<file path="src/rtl/pipe_adder.sv">
// Segmented pipelined adder/subtractor: SEG_W bits per stage, WIDTH/SEG_W register stages.
// hold freezes every register; data registers load only on valid, so outputs hold across bubbles.
module pipe_adder #(
  parameter int unsigned WIDTH = 8,
  parameter int unsigned SEG_W = 4
) (
  input  logic             clk,
  input  logic             rst_n,
  input  logic             in_valid,
  input  logic [WIDTH-1:0] a,
  input  logic [WIDTH-1:0] b,
  input  logic             cin,
  input  logic             sub,
  input  logic             hold,
  output logic             out_valid,
  output logic [WIDTH-1:0] s,
  output logic             cout,
  output logic             ovf
);

  localparam int unsigned L = WIDTH / SEG_W;

  // Per-stage registers: a_q/b_q keep the (effective) operands, sum_q the slices added so far.
  logic [WIDTH-1:0] a_q   [L];
  logic [WIDTH-1:0] b_q   [L];
  logic [WIDTH-1:0] sum_q [L];
  logic [L-1:0]     carry_q;
  logic [L-1:0]     valid_q;
  logic             ovf_q;

  // Stage inputs and next-state values.
  logic [WIDTH-1:0] op_a  [L];
  logic [WIDTH-1:0] op_b  [L];
  logic [WIDTH-1:0] op_s  [L];
  logic [WIDTH-1:0] nxt_s [L];
  logic [L-1:0]     op_c;
  logic [L-1:0]     op_v;
  logic [L-1:0]     nxt_c;
  logic             ovf_d;

  always_comb begin
    op_a[0] = a;
    op_b[0] = sub ? ~b : b;
    op_s[0] = '0;
    op_c[0] = cin ^ sub;
    op_v[0] = in_valid;
    for (int k = 1; k < L; k++) begin
      op_a[k] = a_q[k-1];
      op_b[k] = b_q[k-1];
      op_s[k] = sum_q[k-1];
      op_c[k] = carry_q[k-1];
      op_v[k] = valid_q[k-1];
    end

    for (int k = 0; k < L; k++) begin
      logic [SEG_W-1:0] seg_a;
      logic [SEG_W-1:0] seg_b;
      logic [SEG_W:0]   seg;
      seg_a    = SEG_W'(op_a[k] >> (k * SEG_W));
      seg_b    = SEG_W'(op_b[k] >> (k * SEG_W));
      seg      = {1'b0, seg_a} + {1'b0, seg_b} + {{SEG_W{1'b0}}, op_c[k]};
      nxt_c[k] = seg[SEG_W];
      // Upper slices of op_s are still zero, so OR-ing in the new slice is enough.
      nxt_s[k] = op_s[k] | (WIDTH'(seg[SEG_W-1:0]) << (k * SEG_W));
    end

    ovf_d = (1'(op_a[L-1] >> (WIDTH-1)) == 1'(op_b[L-1] >> (WIDTH-1))) &&
            (1'(nxt_s[L-1] >> (WIDTH-1)) != 1'(op_a[L-1] >> (WIDTH-1)));
  end

  always_ff @(posedge clk or negedge rst_n) begin
    if (!rst_n) begin
      for (int k = 0; k < L; k++) begin
        a_q[k]   <= '0;
        b_q[k]   <= '0;
        sum_q[k] <= '0;
      end
      carry_q <= '0;
      valid_q <= '0;
      ovf_q   <= 1'b0;
    end else if (!hold) begin
      valid_q <= op_v;
      for (int k = 0; k < L; k++) begin
        if (op_v[k]) begin
          a_q[k]     <= op_a[k];
          b_q[k]     <= op_b[k];
          sum_q[k]   <= nxt_s[k];
          carry_q[k] <= nxt_c[k];
        end
      end
      if (op_v[L-1]) ovf_q <= ovf_d;
    end
  end

  assign out_valid = valid_q[L-1];
  assign s         = sum_q[L-1];
  assign cout      = carry_q[L-1];
  assign ovf       = ovf_q;

endmodule

</file>
<file path="config.mk">
export PLATFORM = sky130hd
export DESIGN_NAME = pipe_adder
export DESIGN_NICKNAME = d
export VERILOG_FILES = /design/src/rtl/pipe_adder.sv
export SDC_FILE = /design/constraint.sdc
export NUM_CORES = 1
export LEC_CHECK = 0
export CORE_MARGIN = 2
export CORE_UTILIZATION = 42
export DETAILED_ROUTE_END_ITERATION = 12
export HOLD_SLACK_MARGIN = 0.03
export PLACE_DENSITY = 0.73
export SLEW_MARGIN = 20
export SYNTH_ARGS = -nofsm -noshare
export SYNTH_HDL_FRONTEND = slang
export SYNTH_SLANG_ARGS = --single-unit
</file>
<file path="constraint.sdc">
create_clock -name clk -period 1.65 [get_ports clk]
set_clock_uncertainty 0.15 [all_clocks]
set_input_delay 0.33 -clock clk [delete_from_list [all_inputs] [get_ports clk]]
set_output_delay 0.33 -clock clk [all_outputs]
set_load 0.02 [all_outputs]
</file>
==> metrics.txt <==
area overhead of the layout relative to synthesis 40.8%; Synth warnings 0; number of levels in the clock H-tree 1; top cells by count, synth sky130_fd_sc_hd__nand2_1 (28), sky130_fd_sc_hd__dfrtp_1 (25), sky130_fd_sc_hd__o21ai_0 (9); half-perimeter wire length of the detailed placement result 2000 um; Combinational Power Share 40.0%; instance count after placement with tap cells included 196; Sequential Power Share 45.5%; Area contributors post-synth sky130_fd_sc_hd__dfrtp_1 (48%), sky130_fd_sc_hd__nand2_1 (8.0%), sky130_fd_sc_hd__fa_1 (6.1%), sky130_fd_sc_hd__ha_1 (5.7%), sky130_fd_sc_hd__mux2_2 (5.2%); met2 usage 26.9%; number of hold-slack violations in the final timing report 0; mapped cell area 1310 um2; number of cells on the worst reg-to-reg path 4; number of diodes 0; Critical Path Source Type primary input; most used flip-flop cell after synthesis sky130_fd_sc_hd__dfrtp_1; DIE AREA 3590 um2; via count of the first global-routing pass 974; Power per Cell Area 1020 nW/um2; DRC violation total after the first TritonRoute iteration 17; internal power summed over all cells 1.23 mW; number of enable-type register cells in the synthesized netlist 0; Placeable Area 3000 um2; worst-path fanout max 2; data arrival time of the critical path 1.73 ns; final setup violation count 2; start point of the critical path b[0]; first-pass iteration count of the detailed router 4; max-slew violations 0; width of the die 59.9 um; synthesized net count 155; effective utilization at floorplan 43.7%; max-cap violation count 0; crit path capture type flop; Worst-Margin Slew 0.304 ns; routability congestion estimate from global placement 0.859; sum of routed wire length over all layers 2450 um; maximum resistive drop on vdd 538 uV; setup repair after global routing missed its margin true; Crit Path Category primary input to flop; total power of the final layout 1.88 mW; share of the core filled with cells 61.5%; time the worst path needs with I/O delays and setup 1.66 ns; post-placement setup slack -0.832 ns; fraction of final layout cells with drive strength greater than 1 25.0%; remaining design rule violation count 0; hold-fix buffers at CTS 0; clock slew at reported path FFs 0.13 ns; setup slack of the worst register-to-register path -0.01 ns; final antenna-violating net count 0; worst relative slew slack 79.7%; static power due to leakage 0.888 nW; top-area cell type share of the netlist area 47.7%; net switching power figure 0.656 mW; number of antenna violations at the first check in global routing 0; share of synthesized area occupied by flip-flops and latches 47.7%; launch point of the worst reg-to-reg path a_q[12]; Bufs on Longest Clock Path 2; synthesis-stage register bit count 25; post-route clock period utilization 101%; async set-or-reset flop fraction in the synthesized netlist 100%; Via Count 1,000; number of distinct standard cells referenced by the synthesized netlist 29; maximum clock frequency 0.601 GHz; Final #Nets 201; DIE HEIGHT 59.9 um; part of the total power dissipated in the clock network 14.5%; CTS tree yes; overflow left after global routing 0; final setup TNS -0.0219 ns; TritonCTS Buffers 3; number of placement rows 20; share of total power consumed by net switching 34.8%; maximum number of pins on one net before global-route repair 26; average routed wire per standard cell 12.2 um; average cell area after synthesis 10.7 um2; Required @ worst endpoint 1.72 ns; worst setup path endpoint carry_q[0]; number of primary I/O pins 33; count leader, synth sky130_fd_sc_hd__nand2_1; Port-buffer cells 32; first-pass GRT wire length 4040 um; DR vias/cell 4.98; violated checks setup timing; Most Crowded Layer GR met2; Gate Count Post-Synth 123; terminus of the critical flop-to-flop path s[5]; clock tree root driver cell sky130_fd_sc_hd__clkbuf_4; global-route met1 utilization 17.9%; Hold/Removal Path Class primary input to async pin; number of clock sinks 25; outcome finished with violations; GRT Util Overall 15.1%; clk_lat worst skew 0.31 ns; met3 global-route usage 1.95%; count of non-filler cells in the finished layout 201; post-synth top area cell sky130_fd_sc_hd__dfrtp_1; Final Worst Setup Slack -0.0139 ns
worst min path at each step:
stage,to,cells after the start
after floorplan,a_q[12],0
after global placement,s[0],2
after detailed placement,s[6],2
after CTS,a_q[14],2
after global routing,a_q[15],2
final,a_q[14],2
layout by cell type, fill, tap and decap left out, types with 2 or more instances in the layout:
cell	netlist	routed
sky130_fd_sc_hd__o21ai_1	0	5
sky130_fd_sc_hd__buf_6	0	3
sky130_fd_sc_hd__a21oi_1	6	4
sky130_fd_sc_hd__mux2_2	6	5
sky130_fd_sc_hd__o21ai_0	9	4
sky130_fd_sc_hd__dfrtp_1	25	25
sky130_fd_sc_hd__fa_2	0	4
sky130_fd_sc_hd__ha_4	0	2
sky130_fd_sc_hd__nor2_1	3	3
sky130_fd_sc_hd__buf_4	1	12
sky130_fd_sc_hd__nand3_1	3	3
sky130_fd_sc_hd__a21oi_2	0	2
sky130_fd_sc_hd__nand2_1	28	28
sky130_fd_sc_hd__dlygate4sd2_1	0	14
sky130_fd_sc_hd__xor2_1	7	4
sky130_fd_sc_hd__xnor2_1	4	4
sky130_fd_sc_hd__xor2_2	0	3
sky130_fd_sc_hd__inv_1	3	2
sky130_fd_sc_hd__ha_1	6	4
sky130_fd_sc_hd__clkbuf_4	0	3
sky130_fd_sc_hd__clkdlybuf4s50_1	0	13
routing by layer:
layer	wire (um)	share of wire, %
met5	0	0
met4	38	1.6
met3	93	3.8
met2	1270	52
met1	1050	43
worst max-delay path: stages:
cell and delay (ns):
sky130_fd_sc_hd__buf_6 0.09, sky130_fd_sc_hd__xor2_2 0.17, sky130_fd_sc_hd__fa_2 0.37, sky130_fd_sc_hd__fa_2 0.36, sky130_fd_sc_hd__a21o_1 0.20, sky130_fd_sc_hd__a21oi_2 0.14, sky130_fd_sc_hd__o21ai_1 0.07
cell type report:
type                       instances  area, um2
inverter                           4       16.3
clock buffer                       4       26.3
timing repair buffer              46        424
fill                             234       1160
multi-input combinational         89        713
tap                               33       41.3
sequential                        25        626
power by group through the flow:
stage	Clock [mW]	Sequential, mW	Combinational [mW]
after floorplan	0	0.970	0.325
after global placement	0	0.864	0.758
after detailed placement	0	0.877	0.782
after CTS	0.285	0.858	0.728
after global routing	0.306	0.882	0.833
final	0.273	0.858	0.754
cell families (layout without fill, tap and decap cells):
family / Yosys count / after routing / synth area share (%)
fa+ha+maj: 10 / 10 / 11.8
compound gates: 19 / 19 / 8.78
xor+xnor: 11 / 11 / 7.35
flops: 25 / 25 / 47.7
simple gates: 43 / 43 / 16.0
buf+inv: 9 / 54 / 3.15
mux: 6 / 6 / 5.15
state kept, by name, indices dropped and copies added, names as in the netlist:
signal,cells
carry_q,2
s,8
ovf,1
b_q,4
op_s,4
valid_q,2
a_q,4
through the flow:
stage,instance area [um2],hold WS (ns)
final,1850,0.200
after detailed placement,1770,0.319
after global routing,1850,0.247
after CTS,1790,0.207
after floorplan,1340,-0.116
after global placement,1770,0.300
what timing repair did:
| item | 4_1_cts | 5_1_grt |
|---|---|---|
| resized for setup | 30 | 15 |
| endpoints found under the hold margin | 0 | 0 |
| setup buffers | 1 | 0 |
| pin swaps | 9 | 5 |
| endpoints found under the setup margin | 19 | 6 |
No activity file was read; power rests on OpenSTA's default activity.
